<file path="src/rtl/dds_sweep_ctrl.sv">
// Linear frequency sweep sequencer for the DDS core.
// Drives the phase increment and the accumulator controls.
module dds_sweep_ctrl #(
  parameter int M = 16,
  parameter int D = 16
) (
  input  logic         clk,
  input  logic         rst,
  input  logic         start,
  input  logic         abort,
  input  logic [1:0]   mode,
  input  logic [M-1:0] p_start,
  input  logic [M-1:0] p_stop,
  input  logic [M-1:0] p_step,
  input  logic [D-1:0] dwell,
  output logic [M-1:0] P,
  output logic         rst_ac,
  output logic         ena_ac,
  output logic         val_in,
  output logic         dir,
  output logic         busy,
  output logic         done,
  output logic         err
);

  typedef enum logic [1:0] {
    IDLE,
    CLEAR,
    RUN,
    FIN
  } state_t;

  state_t state, state_n;

  logic [M-1:0] c_start, c_stop, c_step;
  logic [D-1:0] c_dwell;
  logic [1:0]   c_mode;
  logic [D-1:0] cnt, cnt_n;
  logic         ld;

  logic [M-1:0] p_n;
  logic         rst_ac_n, ena_n, val_n;
  logic         dir_n, busy_n, done_n, err_n;

  logic         cfg_bad;
  logic         step_ev;
  logic         at_top, at_bot;
  logic         leg_end;
  logic [M:0]   up_sum, dn_diff;
  logic [M-1:0] up_next, dn_next;

  assign cfg_bad = (p_start > p_stop) || (p_step == '0);
  assign step_ev = (cnt == c_dwell);
  assign at_top  = (P == c_stop);
  assign at_bot  = (P == c_start);
  assign leg_end = dir ? at_bot : (at_top && !c_mode[1]);

  // One extra bit catches carry-out and borrow.
  assign up_sum  = {1'b0, P} + {1'b0, c_step};
  assign dn_diff = {1'b0, P} - {1'b0, c_step};

  assign up_next = (up_sum >= {1'b0, c_stop}) ?
                   c_stop : up_sum[M-1:0];
  assign dn_next = (dn_diff[M] || dn_diff[M-1:0] <= c_start) ?
                   c_start : dn_diff[M-1:0];

  always_ff @(posedge clk) begin
    if (rst) begin
      state   <= IDLE;
      P       <= '0;
      rst_ac  <= 1'b0;
      ena_ac  <= 1'b0;
      val_in  <= 1'b0;
      dir     <= 1'b0;
      busy    <= 1'b0;
      done    <= 1'b0;
      err     <= 1'b0;
      cnt     <= '0;
      c_start <= '0;
      c_stop  <= '0;
      c_step  <= '0;
      c_dwell <= '0;
      c_mode  <= '0;
    end else begin
      state  <= state_n;
      P      <= p_n;
      rst_ac <= rst_ac_n;
      ena_ac <= ena_n;
      val_in <= val_n;
      dir    <= dir_n;
      busy   <= busy_n;
      done   <= done_n;
      err    <= err_n;
      cnt    <= cnt_n;
      if (ld) begin
        c_start <= p_start;
        c_stop  <= p_stop;
        c_step  <= p_step;
        c_dwell <= dwell;
        c_mode  <= mode;
      end
    end
  end

  // Outputs are computed for the state being entered.
  always_comb begin
    state_n  = state;
    p_n      = P;
    dir_n    = dir;
    cnt_n    = cnt;
    rst_ac_n = 1'b0;
    ena_n    = 1'b0;
    val_n    = 1'b0;
    busy_n   = 1'b0;
    done_n   = 1'b0;
    err_n    = 1'b0;
    ld       = 1'b0;
    if (abort) begin
      state_n = IDLE;
      p_n     = '0;
      dir_n   = 1'b0;
    end else begin
      unique case (state)
        IDLE: begin
          if (start) begin
            if (cfg_bad) begin
              err_n = 1'b1;
            end else begin
              ld       = 1'b1;
              state_n  = CLEAR;
              rst_ac_n = 1'b1;
              busy_n   = 1'b1;
              p_n      = p_start;
              dir_n    = 1'b0;
              cnt_n    = '0;
            end
          end
        end
        CLEAR: begin
          state_n = RUN;
          ena_n   = 1'b1;
          val_n   = 1'b1;
          busy_n  = 1'b1;
        end
        RUN: begin
          ena_n  = 1'b1;
          val_n  = 1'b1;
          busy_n = 1'b1;
          if (!step_ev) begin
            cnt_n = cnt + 1'b1;
          end else begin
            cnt_n = '0;
            unique case (1'b1)
              leg_end: begin
                if (c_mode[0]) begin
                  p_n   = c_start;
                  dir_n = 1'b0;
                end else begin
                  state_n = FIN;
                  ena_n   = 1'b0;
                  val_n   = 1'b0;
                  busy_n  = 1'b0;
                  done_n  = 1'b1;
                end
              end
              (!dir && at_top && c_mode[1]): begin
                dir_n = 1'b1;
                p_n   = dn_next;
              end
              (!dir && !at_top): p_n = up_next;
              (dir && !at_bot):  p_n = dn_next;
            endcase
          end
        end
        FIN: state_n = IDLE;
        default: state_n = IDLE;
      endcase
    end
  end

endmodule

</file>
<file path="config.mk">
export PLATFORM = sky130hd
export DESIGN_NAME = dds_sweep_ctrl
export DESIGN_NICKNAME = d
export VERILOG_FILES = /design/src/rtl/dds_sweep_ctrl.sv
export SDC_FILE = /design/constraint.sdc
export NUM_CORES = 1
export LEC_CHECK = 0
export CAP_MARGIN = 20
export CORE_MARGIN = 2
export CORE_UTILIZATION = 62
export DETAILED_ROUTE_END_ITERATION = 10
export PLACE_DENSITY = 0.87
export SYNTH_ARGS = -nofsm -noshare
export SYNTH_HDL_FRONTEND = slang
export SYNTH_SLANG_ARGS = --single-unit
</file>
<file path="constraint.sdc">
create_clock -name clk -period 9 [get_ports clk]
set_input_delay 0.9 -clock clk [delete_from_list [all_inputs] [get_ports clk]]
set_output_delay 0.9 -clock clk [all_outputs]
set_load 0.1 [all_outputs]
</file>
# ---- After elaboration in Yosys (flattened, before gate mapping)
# Index checks and enable logic that the tools add are counted.
dict set report op_classes {
  addsub 3
  order_cmp 3
  n_eq_ne 13
  mux 36
  bitwise_logic 6
  n_reduce_logical 22
}
# operator n
set op_table {}
lappend op_table {{2-to-1 mux 16 bit} 9}
lappend op_table {{one-hot mux 16 bit (2 select lines)} 2}
lappend op_table {{== test 16 bit} 3}
lappend op_table {{one-hot mux 16 bit (3 select lines)} 1}
lappend op_table {{adder 16 x 16 -> 17 bit} 1}
lappend op_table {{>= comparator 17 x 16 -> 1 bit} 1}
lappend op_table {{subtractor 16 x 16 -> 17 bit} 1}
lappend op_table {{adder 16 x 1 -> 16 bit, second input constant} 1}
lappend op_table {{> comparator 16 bit} 1}
lappend op_table {{less-or-equal comparator 16 bit} 1}
lappend op_table {{logical NOT 16 bit} 1}
lappend op_table {{2-to-1 mux 1 bit} 14}
lappend op_table {{2-to-1 mux 2 bit} 5}
lappend op_table {{inequality test 2 bit, second input constant} 5}
lappend op_table {{AND reduction 5 bit} 2}
lappend op_table {{one-hot mux 2 bit (4 select lines)} 1}
lappend op_table {{inequality test 3 bit, second input constant} 2}
lappend op_table {{NOT 1 bit} 6}
lappend op_table {{one-hot mux 1 bit (2 select lines)} 3}
lappend op_table {{AND reduction 6 bit} 1}
lappend op_table {{logical AND 1 bit} 5}
lappend op_table {{OR reduction 5 bit} 1}
lappend op_table {{== test 2 bit, second input constant} 2}
lappend op_table {{logical NOT 1 bit} 4}
lappend op_table {{8 further kinds} 10}
dict set report totals {
  ff_bits 106
}

# ---- Depth between registers and ports, before layout
# Gate-level depths: netlist of the first run.
dict set report depth {
  ltp_word 7
  ltp_mapped 19
  ltp_nobuf 17
}

# ---- Least setup slack after synthesis of the first run
# OpenSTA, ideal clock, no wires.
dict set report synth_timing {
  path_kind {reg-to-reg}
  from {register P[4]}
  to {register P[11]}
  setup_ns 0.120
  arrival_ns 4.943
  required_time_ns 8.880
  path_slack_ns 3.938
  path_stages_with_launch 18
  period_less_slack_ns 5.062
  cell_sequence {dfxtp_1 > ha_1 > buf_2 > or4b_1 > o311ai_1 > a211oi_1 > a21oi_1 > or4_1 > o211ai_1 > inv_1 > ha_1 > a21o_1 > a211oi_1 > o21ai_0 > a311oi_4 > mux2_2 > and4_1 > a211o_1}
}
dict set report synth_via {
  elab_chain_cells 7
}
# item line
set synth_lines {}
lappend synth_lines {{start: declaration} 16} ;# output logic [M-1:0] P,
lappend synth_lines {{start signal: assignment} 86} ;# P <= p_n;
lappend synth_lines {{subtractor 16 x 16 -> 17 bit (tied with other cells)} 60} ;# assign dn_diff = {1'b0, P} - {1'b0, c_step};
lappend synth_lines {{less-or-equal comparator 16 bit (tied with other cells)} 64} ;# assign dn_next = (dn_diff[M] || dn_diff[M-1:0] <= c_start) ?
lappend synth_lines {{logical OR 1 bit (tied with other cells)} 64}
lappend synth_lines {{2-to-1 mux 16 bit or OR reduction 2 bit (tied branches)} -}
lappend synth_lines {{one-hot mux 16 bit (3 select lines)} 153} ;# unique case (1'b1)
lappend synth_lines {{2-to-1 mux 16 bit} 149} ;# if (!step_ev) begin
lappend synth_lines {{one-hot mux 16 bit (2 select lines)} 123} ;# unique case (state)
# Several ways; a longest one is shown, not always the timed one. The select of a mux whose other input is x is not followed.
# A chain may end at the register's enable or synchronous reset.

# ---- Worst setup path in the final report of the first run
dict set report layout_timing {
  from {register P[2]}
  to {register P[11]}
}
# Same word-level chain as after synthesis.

==> results.json, run 1 <==
{
  "p_int_mw": 0.989,
  "synth_edf_count": 0,
  "io_buffers": 92,
  "cp_slowest_cell": "a311oi_4",
  "fp.dieArea_mm2": 0.0143,
  "routed_wl_um": 24500,
  "r2r_end": "P[11]",
  "fin_util_pct": 73.1,
  "synthDistinctLibCells": 77,
  "cts_hold_buf": 0,
  "worstPathArrival_ns": 5.44,
  "nets": 1296,
  "power_density_mw_per_mm2": 166,
  "cts_sinks": 106,
  "final_cell_mix": "nand2_1 (165), a21oi_1 (118), dfxtp_1 (106), inv_1 (93), clkdlybuf4s50_1 (91)",
  "tightestPinTransition_ns": 1.14,
  "max_freq_mhz": 193,
  "grt_pass1_wl_um": 39100,
  "r2r_slack_ns": 3.82,
  "cts_buffers": 9,
  "cts-resized-gates": 0,
  "num_vias": 8168,
  "synth_fp_nets": 1234,
  "syn_inst": 1077,
  "drive_gt1_share_pct": 5.77,
  "timing.hold.ws_ns": 0.468,
  "cp-start-kind": "register",
  "place_area_mm2": 0.00930,
  "final_cells": 1320,
  "grt_antenna_before_repair": 0,
  "antenna_cells": 0,
  "pwr-share-seq_pct": 32.6,
  "fin_crit_ns": 5.18,
  "regArea_mm2": 0.00212,
  "gp_congestion": 0.983,
  "relSlewSlack_pct": 23.7,
  "insertion_delay_ns": 0.36,
  "dr.pass1.iters": 7,
  "multi_input_area_mm2": 0.00563,
  "grt_pass1_vias": 7664,
  "p_comb_share_pct": 38.8,
  "peakVddDrop_uv": 93.6,
  "hpwl_um": 18600,
  "dr.first_iter.drc_count": 772,
  "switchingPower_mw": 0.611,
  "rsz0062_at_grt": "no",
  "grt_max_degree": 72,
  "synth_top_cell_by_area": "dfxtp_1",
  "status": "finished, final reports clean",
  "htreeDepth": 3,
  "cp_max_fo": 19,
  "row_count": 42,
  "synth.cell_area_mm2": 0.00831,
  "ios": 93,
  "viasPerCell": 6.19,
  "cp-end-kind": "register",
  "finalInstanceArea_mm2": 0.00965,
  "p_sw_share_pct": 38.2,
  "synth-seq-cells": 106,
  "critPathRequiredTime_ns": 9.26,
  "core_region_area_mm2": 0.0132,
  "clk_pin_slew_worst_paths_ns": 0.08,
  "min_from": "c_dwell[1]",
  "syn_to_final_growth_pct": 16.1,
  "ys_warn_count": 0,
  "clock_skew_ns": 0.00720,
  "r2r_start": "P[2]",
  "cp_cell_sequence": "ha_1 -> nand2b_1 -> o311ai_1 -> a211oi_1 -> a21oi_1 -> or4_1 -> o211ai_1 -> inv_1 -> ha_1 -> a21o_1 -> a211oi_1 -> o21ai_0 -> a311oi_4 -> mux2_2 -> and4_1 -> a211o_1",
  "critical_path_class": "register to register",
  "synthArstFlopShare_pct": 0,
  "dp_slack_ns": 3.92,
  "slowest_delay_ns": 0.94,
  "holdPathStages": 2,
  "fin_crit_sh_pct": 57.5,
  "ys_seq_area_share_pct": 25.5,
  "drt.antenna.violating_nets": 0,
  "drc": 0,
  "whs_endpoint": "c_dwell[1]",
  "clockBufferDepth": 2,
  "place_inst": 1303,
  "wl_per_cell_um": 18.5,
  "synth_area_leaders": "dfxtp_1 (26%), ha_1 (13%), nand2_1 (7.5%)",
  "start_util_pct": 63.0,
  "fin_tns_setup_ns": 0,
  "final_common_cell": "nand2_1",
  "syn_area_per_cell_um2": 7.72,
  "hold_path.class": "register to register",
  "clkPwrFrac_pct": 28.6,
  "hold_violations": 0,
  "setup_viol": 0,
  "yosysTopAreaCellShare_pct": 25.5,
  "post_cts_buffers": 0,
  "overflow": 0,
  "p_leak_nw": 3.78,
  "n_fill_cell": 1070,
  "reg2reg_depth": 16,
  "die_w_um": 120,
  "slew_viol_final": 0,
  "grtUsageTotal_pct": 34.4,
  "cts_root_buf": "clkbuf_16",
  "die_h_um": 120,
  "synthFlopType": "dfxtp_1",
  "p_total_mw": 1.60,
  "maxCapViolations": 0,
  "cts_tree": "done",
  "setup_ws_ns": 3.82
}
[synth_stat cells (all sizes together) (10+ instances only)]
master,instances
a211oi,17
a21o,17
a21oi,118
buf,19
clkbuf,31
dfxtp,106
ha,85
inv,93
mux2i,11
nand2,166
nand2b,12
nand3,27
nand4,22
nor2,59
nor2b,15
nor3,11
nor4,19
o211ai,17
o21ai,28
or2,10
xnor2,56
xor2,21
[worst max-delay path by stage]
stage               depth (start not counted)  from  endpoint
finish                                     16  P[2]     P[11]
global route                               16  P[2]     P[14]
CTS                                        16  P[2]     P[11]
detailed placement                         16  P[2]     P[14]
global placement                           16  P[4]     P[11]
floorplan                                  17  P[4]     P[11]
[layer usage]
layer	wire length, µm	GRT usage (%)	vias up	part of all wire [%]
met5	0	0	-	0
met4	860	14.9	0	3.5
met3	2390	6.89	61	9.8
met2	10900	54.6	399	45
met1	10300	45.3	3805	42
li1	-	-	3903	-
[layout make-up]
| class | instances | area share (%) |
|---|---|---|
| multi-input combinational | 828 | 58.3 |
| sequential | 106 | 22.0 |
| timing repair buffer | 101 | 10.2 |
| inverter | 93 | 3.62 |
| clock buffer | 9 | 2.33 |
| tap | 176 | 2.28 |
| clock inverter | 7 | 1.21 |
[sequential cells by signal, indices dropped and copies added (netlist names)]
register  count
err           1
c_stop       16
val_in        1
state         2
c_step       16
busy          1
dir           1
P            16
c_start      16
c_dwell      16
cnt          16
rst_ac        1
done          1
c_mode        2
[logic make-up (layout without fill, tap and decap cells)]
| family | count (synthesis) | in the layout | synth area share [%] |
|---|---|---|---|
| mux | 18 | 18 | 2.32 |
| buf+inv | 143 | 210 | 6.85 |
| fa+ha+maj | 87 | 87 | 13.3 |
| xor+xnor | 77 | 77 | 8.12 |
| simple gates | 368 | 368 | 21.3 |
| flops | 106 | 106 | 25.5 |
| compound gates | 278 | 278 | 22.6 |
[power by group through the flow]
stage	Combinational, mW	Clock (mW)	Sequential, mW
floorplan	0.407	0	0.552
global placement	0.595	0	0.530
detailed placement	0.602	0	0.531
CTS	0.605	0.461	0.520
global route	0.671	0.475	0.524
finish	0.622	0.457	0.521
[worst max-delay path: cells and delay by family, from the launching register on]
| family | cells | cell delay [ns] |
|---|---|---|
| compound gates | 9 | 2.75 |
| fa+ha+maj | 2 | 0.56 |
| buf+inv | 1 | 0.07 |
| flops | 1 | 0.47 |
| mux | 1 | 0.42 |
| simple gates | 3 | 0.79 |
No activity file was read; power rests on OpenSTA's default activity.
==> run 2: changes to the inputs <==
CORE_UTILIZATION = 52   (was 62)
PLACE_DENSITY = 0.78   (was 0.87)
clock period = 4.6 ns   (was 9 ns; I/O delays follow)
==> results.json, run 2 (synthesis results as in run 1) <==
{
  "final_cell_mix": "nand2_1 (164), a21oi_1 (118), dfxtp_1 (95), inv_1 (93), clkdlybuf4s50_1 (91)",
  "row_count": 46,
  "worstPathArrival_ns": 4.65,
  "grt_pass1_wl_um": 41500,
  "cts_buffers": 9,
  "peakVddDrop_uv": 201,
  "n_fill_cell": 1429,
  "fin_crit_ns": 4.39,
  "max_freq_mhz": 228,
  "switchingPower_mw": 1.27,
  "final_common_cell": "nand2_1",
  "die_h_um": 130,
  "grt_pass1_vias": 7900,
  "slowest_delay_ns": 0.49,
  "maxCapViolations": 0,
  "io_buffers": 92,
  "clock_skew_ns": 0.0135,
  "cp_slowest_cell": "or4_1",
  "grtUsageTotal_pct": 31.4,
  "antenna_cells": 0,
  "power_density_mw_per_mm2": 318,
  "grt_antenna_before_repair": 0,
  "r2r_end": "P[11]",
  "crit_start": "c_step[4]",
  "p_int_mw": 1.89,
  "num_vias": 8287,
  "routed_wl_um": 26400,
  "status": "finished, final reports clean",
  "pwr-share-seq_pct": 32.2,
  "syn_to_final_growth_pct": 19.6,
  "wl_per_cell_um": 19.1,
  "cts_tree": "done",
  "nets": 1318,
  "p_leak_nw": 3.90,
  "drt.antenna.violating_nets": 0,
  "p_sw_share_pct": 40.2,
  "cp_max_fo": 7,
  "p_comb_share_pct": 42.3,
  "drive_gt1_share_pct": 9.52,
  "clkPwrFrac_pct": 25.5,
  "core_region_area_mm2": 0.0158,
  "htreeDepth": 3,
  "r2r_start": "c_step[4]",
  "fin_tns_setup_ns": 0,
  "timing.hold.ws_ns": 0.468,
  "cts_root_buf": "clkbuf_16",
  "cp_cell_sequence": "inv_1 -> ha_1 -> or4b_1 -> o311ai_1 -> a211oi_2 -> a21oi_1 -> or4_1 -> o211ai_1 -> inv_1 -> ha_1 -> a21o_1 -> a211oi_1 -> o21ai_1 -> a311oi_4 -> mux2_2 -> and4_1 -> a211o_1",
  "gp_congestion": 1.09,
  "hpwl_um": 20100,
  "hold_violations": 0,
  "endpoint": "P[11]",
  "r2r_slack_ns": 0.21,
  "slew_viol_final": 0,
  "p_total_mw": 3.16,
  "setup_viol": 0,
  "critical_path_class": "register to register",
  "reg2reg_depth": 17,
  "overflow": 0,
  "drc": 0,
  "ios": 93,
  "start_util_pct": 52.7,
  "fin_util_pct": 63.0,
  "critPathRequiredTime_ns": 4.86,
  "cts_sinks": 106,
  "hold_path.class": "register to register",
  "cp-start-kind": "register",
  "tightestPinTransition_ns": 1.02,
  "dr.first_iter.drc_count": 708,
  "viasPerCell": 6.00,
  "fin_crit_sh_pct": 95.4,
  "insertion_delay_ns": 0.37,
  "grt_max_degree": 71,
  "cp-end-kind": "register",
  "die_w_um": 130,
  "dr.pass1.iters": 7,
  "relSlewSlack_pct": 32.0,
  "clk_pin_slew_worst_paths_ns": 0.08,
  "clockBufferDepth": 2,
  "fp.dieArea_mm2": 0.0170
}
-- run 2: cell count changes in the layout (fill, tap and decap cells not counted), sizes merged --
cell    previous run  this run
buf               10        32
bufinv             2         0
clkinv             0         2
-- run 2: power by group through the flow --
stage / Sequential [mW] / Clock [mW] / Combinational [mW]
2_1_floorplan: 1.08 / 0 / 0.796
3_3_place_gp: 1.03 / 0 / 1.26
3_5_place_dp: 1.04 / 0 / 1.27
4_1_cts: 1.01 / 0.811 / 1.28
5_1_grt: 1.02 / 0.837 / 1.44
6_report: 1.02 / 0.804 / 1.34
-- run 2: critical path, delay by kind of cell (launching register included) --
kind / cells / cell delay, ns
AO/OA/AOI/OAI: 9 / 1.99
adder cells (fa/ha/maj): 2 / 0.54
buffers and inverters: 2 / 0.14
flip-flops: 1 / 0.36
multiplexers: 1 / 0.40
AND/OR/NAND/NOR: 3 / 0.85
-- run 2: final cells by class --
| class | count | area [µm²] | share of cell area, % |
|---|---|---|---|
| multi-input combinational | 828 | 5700 | 57.3 |
| timing repair buffer | 123 | 1190 | 11.9 |
| clock inverter | 7 | 67.6 | 0.680 |
| clock buffer | 9 | 225 | 2.27 |
| sequential | 106 | 2140 | 21.6 |
| tap | 216 | 270 | 2.72 |
| inverter | 93 | 349 | 3.51 |
-- run 2: metal layers --
layer  share of wire [%]  routed length (µm)  track usage [%]
met3                 8.7                2300             6.80
met2                  44               11600             49.5
met5                   0                   0                0
met1                  44               11600             42.7
met4                 3.3                 876             11.5
-- run 2: worst min-delay path by stage --
stage          depth (start not counted)  slack [ns]        start     endpoint
2_1_floorplan                          2        0.45   c_dwell[0]   c_dwell[0]
3_3_place_gp                           2        0.46  c_dwell[15]  c_dwell[15]
4_1_cts                                2        0.47  c_dwell[12]  c_dwell[12]
3_5_place_dp                           2        0.46   c_dwell[1]   c_dwell[1]
6_report                               2        0.47   c_dwell[8]   c_dwell[8]
5_1_grt                                2        0.50  c_dwell[12]  c_dwell[12]
-- run 2: repair_timing --
item / in CTS / in global routing
setup endpoints to repair: 6 / 16
gates resized for setup: 1 / 17
setup buffers: 0 / 1
pin swaps: 0 / 3
endpoints found under the hold margin: 0 / 0
hold buffers: 0 / 0
-- run 2: stage by stage --
| step | cells | setup slack, ns | cell area (µm²) |
|---|---|---|---|
| final | 1382 | 0.212 | 9940 |
| after global routing | 1382 | -0.00842 | 9940 |
| after CTS | 1381 | 0.0515 | 9860 |
| after detailed placement | 1365 | -0.0733 | 9570 |
| after global placement | 1365 | 0.103 | 9570 |
| after floorplan | 1077 | 0.00147 | 8330 |
==> run 3: changes to the inputs <==
CTS_CLUSTER_SIZE = 40   (was unset)
MAX_ROUTING_LAYER = met4   (was unset)
SLEW_MARGIN = 10   (was unset)
==> results.json, run 3 (synthesis results as in run 1) <==
{
  "status": "finished, final reports clean",
  "endpoint": "P[11]",
  "power_density_mw_per_mm2": 322,
  "cp_cell_sequence": "ha_1 -> inv_1 -> fa_1 -> o21ba_2 -> o2111ai_2 -> a31oi_1 -> o21bai_1 -> xnor2_2 -> ha_1 -> a21oi_1 -> o21ai_0 -> o2111ai_1 -> a31oi_1 -> a311oi_4 -> buf_12 -> mux2_2 -> and4_1 -> a211o_1",
  "die_h_um": 130,
  "hold_violations": 0,
  "row_count": 46,
  "p_leak_nw": 3.89,
  "core_region_area_mm2": 0.0158,
  "slowest_delay_ns": 0.42,
  "clockBufferDepth": 2,
  "ios": 93,
  "cts_root_buf": "clkbuf_16",
  "grt_pass1_vias": 7582,
  "critPathRequiredTime_ns": 4.86,
  "clock_skew_ns": 0.0113,
  "r2r_slack_ns": 0.1,
  "reg2reg_depth": 18,
  "max_freq_mhz": 222,
  "fin_crit_sh_pct": 97.9,
  "insertion_delay_ns": 0.36,
  "critical_path.top_delay_family": "compound AO/OA/AOI/OAI gates",
  "gp_congestion": 1.04,
  "cp-end-kind": "register",
  "tightestPinTransition_ns": 1.13,
  "regArea_mm2": 0.00214,
  "cts_tree": "done",
  "cts_hold_buf": 0,
  "fin_tns_setup_ns": 0,
  "final_common_cell": "nand2_1",
  "hpwl_um": 19900,
  "final_cell_mix": "nand2_1 (165), a21oi_1 (118), dfxtp_1 (95), inv_1 (93), clkdlybuf4s50_1 (91)",
  "fp.dieArea_mm2": 0.0170,
  "critical_path_class": "register to register",
  "drive_gt1_share_pct": 9.36,
  "dr.pass1.iters": 5,
  "drt.antenna.violating_nets": 0,
  "timing.critical_path.depth": 18,
  "io_buffers": 92,
  "start_util_pct": 52.7,
  "peakVddDrop_uv": 240,
  "r2r_end": "P[11]",
  "grt_max_degree": 70,
  "grt_pass1_wl_um": 40500,
  "dr.first_iter.drc_count": 682,
  "cts_sinks": 106,
  "crit_start": "P[0]",
  "path_buf_inv": 2,
  "relSlewSlack_pct": 24.6,
  "hold_path.class": "register to register",
  "fin_crit_ns": 4.50,
  "setup_viol": 0,
  "finalInstanceArea_mm2": 0.00995,
  "cts_buffers": 9,
  "routed_wl_um": 25900,
  "place_area_mm2": 0.00953,
  "slew_viol_final": 0,
  "htreeDepth": 3,
  "worstPathArrival_ns": 4.76,
  "multi_input_area_mm2": 0.00569,
  "grtUsageTotal_pct": 31.7,
  "num_vias": 8121,
  "viasPerCell": 5.88,
  "cp_max_fo": 6,
  "r2r_start": "P[0]",
  "syn_to_final_growth_pct": 19.7,
  "die_w_um": 130,
  "clk_pin_slew_worst_paths_ns": 0.09,
  "cp_slowest_cell": "fa_1",
  "cp-start-kind": "register",
  "nets": 1316,
  "overflow": 0,
  "wl_per_cell_um": 18.7,
  "n_fill_cell": 1409,
  "p_total_mw": 3.21,
  "maxCapViolations": 0,
  "grt_antenna_before_repair": 1,
  "drc": 0
}
## run 3: cell type report
cell class / instances / area share [%]
timing repair buffer: 121 / 11.9
clock inverter: 7 / 0.855
multi-input combinational: 828 / 57.2
clock buffer: 9 / 2.26
sequential: 106 / 21.5
inverter: 93 / 3.51
tap: 216 / 2.72
antenna: 1 / 0.0252
## run 3: layer usage
layer,wire length [µm],global-route usage [%],vias up
met5,0,-,-
met4,609,9.07,0
met3,1900,3.71,40
met2,11500,49.1,328
met1,11900,44.0,3804
li1,-,-,3949
## run 3: per-stage QoR
| step | worst slack, ns | hold WS (ns) | util, % | cells |
|---|---|---|---|---|
| final | 0.0976 | 0.467 | 63.1 | 1381 |
| after global routing | -0.0315 | 0.492 | 63.1 | 1381 |
| after CTS | 0.0536 | 0.471 | 62.4 | 1378 |
| after detailed placement | 0.00130 | 0.460 | 60.4 | 1362 |
| after global placement | 0.0859 | 0.457 | 60.4 | 1362 |
| after floorplan | 0.00147 | 0.448 | - | 1077 |
## run 3: worst min path at each step
stage / slack, ns / depth (start not counted) / end / startpoint
2_1_floorplan: 0.45 / 2 / c_dwell[0] / c_dwell[0]
3_3_place_gp: 0.46 / 2 / c_dwell[7] / c_dwell[7]
3_5_place_dp: 0.46 / 2 / c_dwell[15] / c_dwell[15]
4_1_cts: 0.47 / 2 / c_dwell[15] / c_dwell[15]
5_1_grt: 0.49 / 2 / c_dwell[9] / c_dwell[9]
6_report: 0.47 / 2 / c_dwell[7] / c_dwell[7]
## run 3: power by group
part           switching (mW)  internal (mW)
sequential             0.0571          0.959
clock                   0.431          0.391
combinational           0.793          0.574
total                    1.28           1.92
## run 3: repair_timing
action                     in CTS  in global routing
cloned                          0                  1
pin swaps                       0                  2
setup buffers                   0                  1
resized for setup               1                 15
setup endpoints to repair       1                 16
## run 3: worst reg2reg max path: stages, from the launching register on
cell and delay, ns:
dfxtp_2 0.40, ha_1 0.19, inv_1 0.06, fa_1 0.42
o21ba_2 0.27, o2111ai_2 0.25, a31oi_1 0.17, o21bai_1 0.26
xnor2_2 0.18, ha_1 0.29, a21oi_1 0.13, o21ai_0 0.16
o2111ai_1 0.27, a31oi_1 0.13, a311oi_4 0.29, buf_12 0.17
mux2_2 0.34, and4_1 0.18, a211o_1 0.26
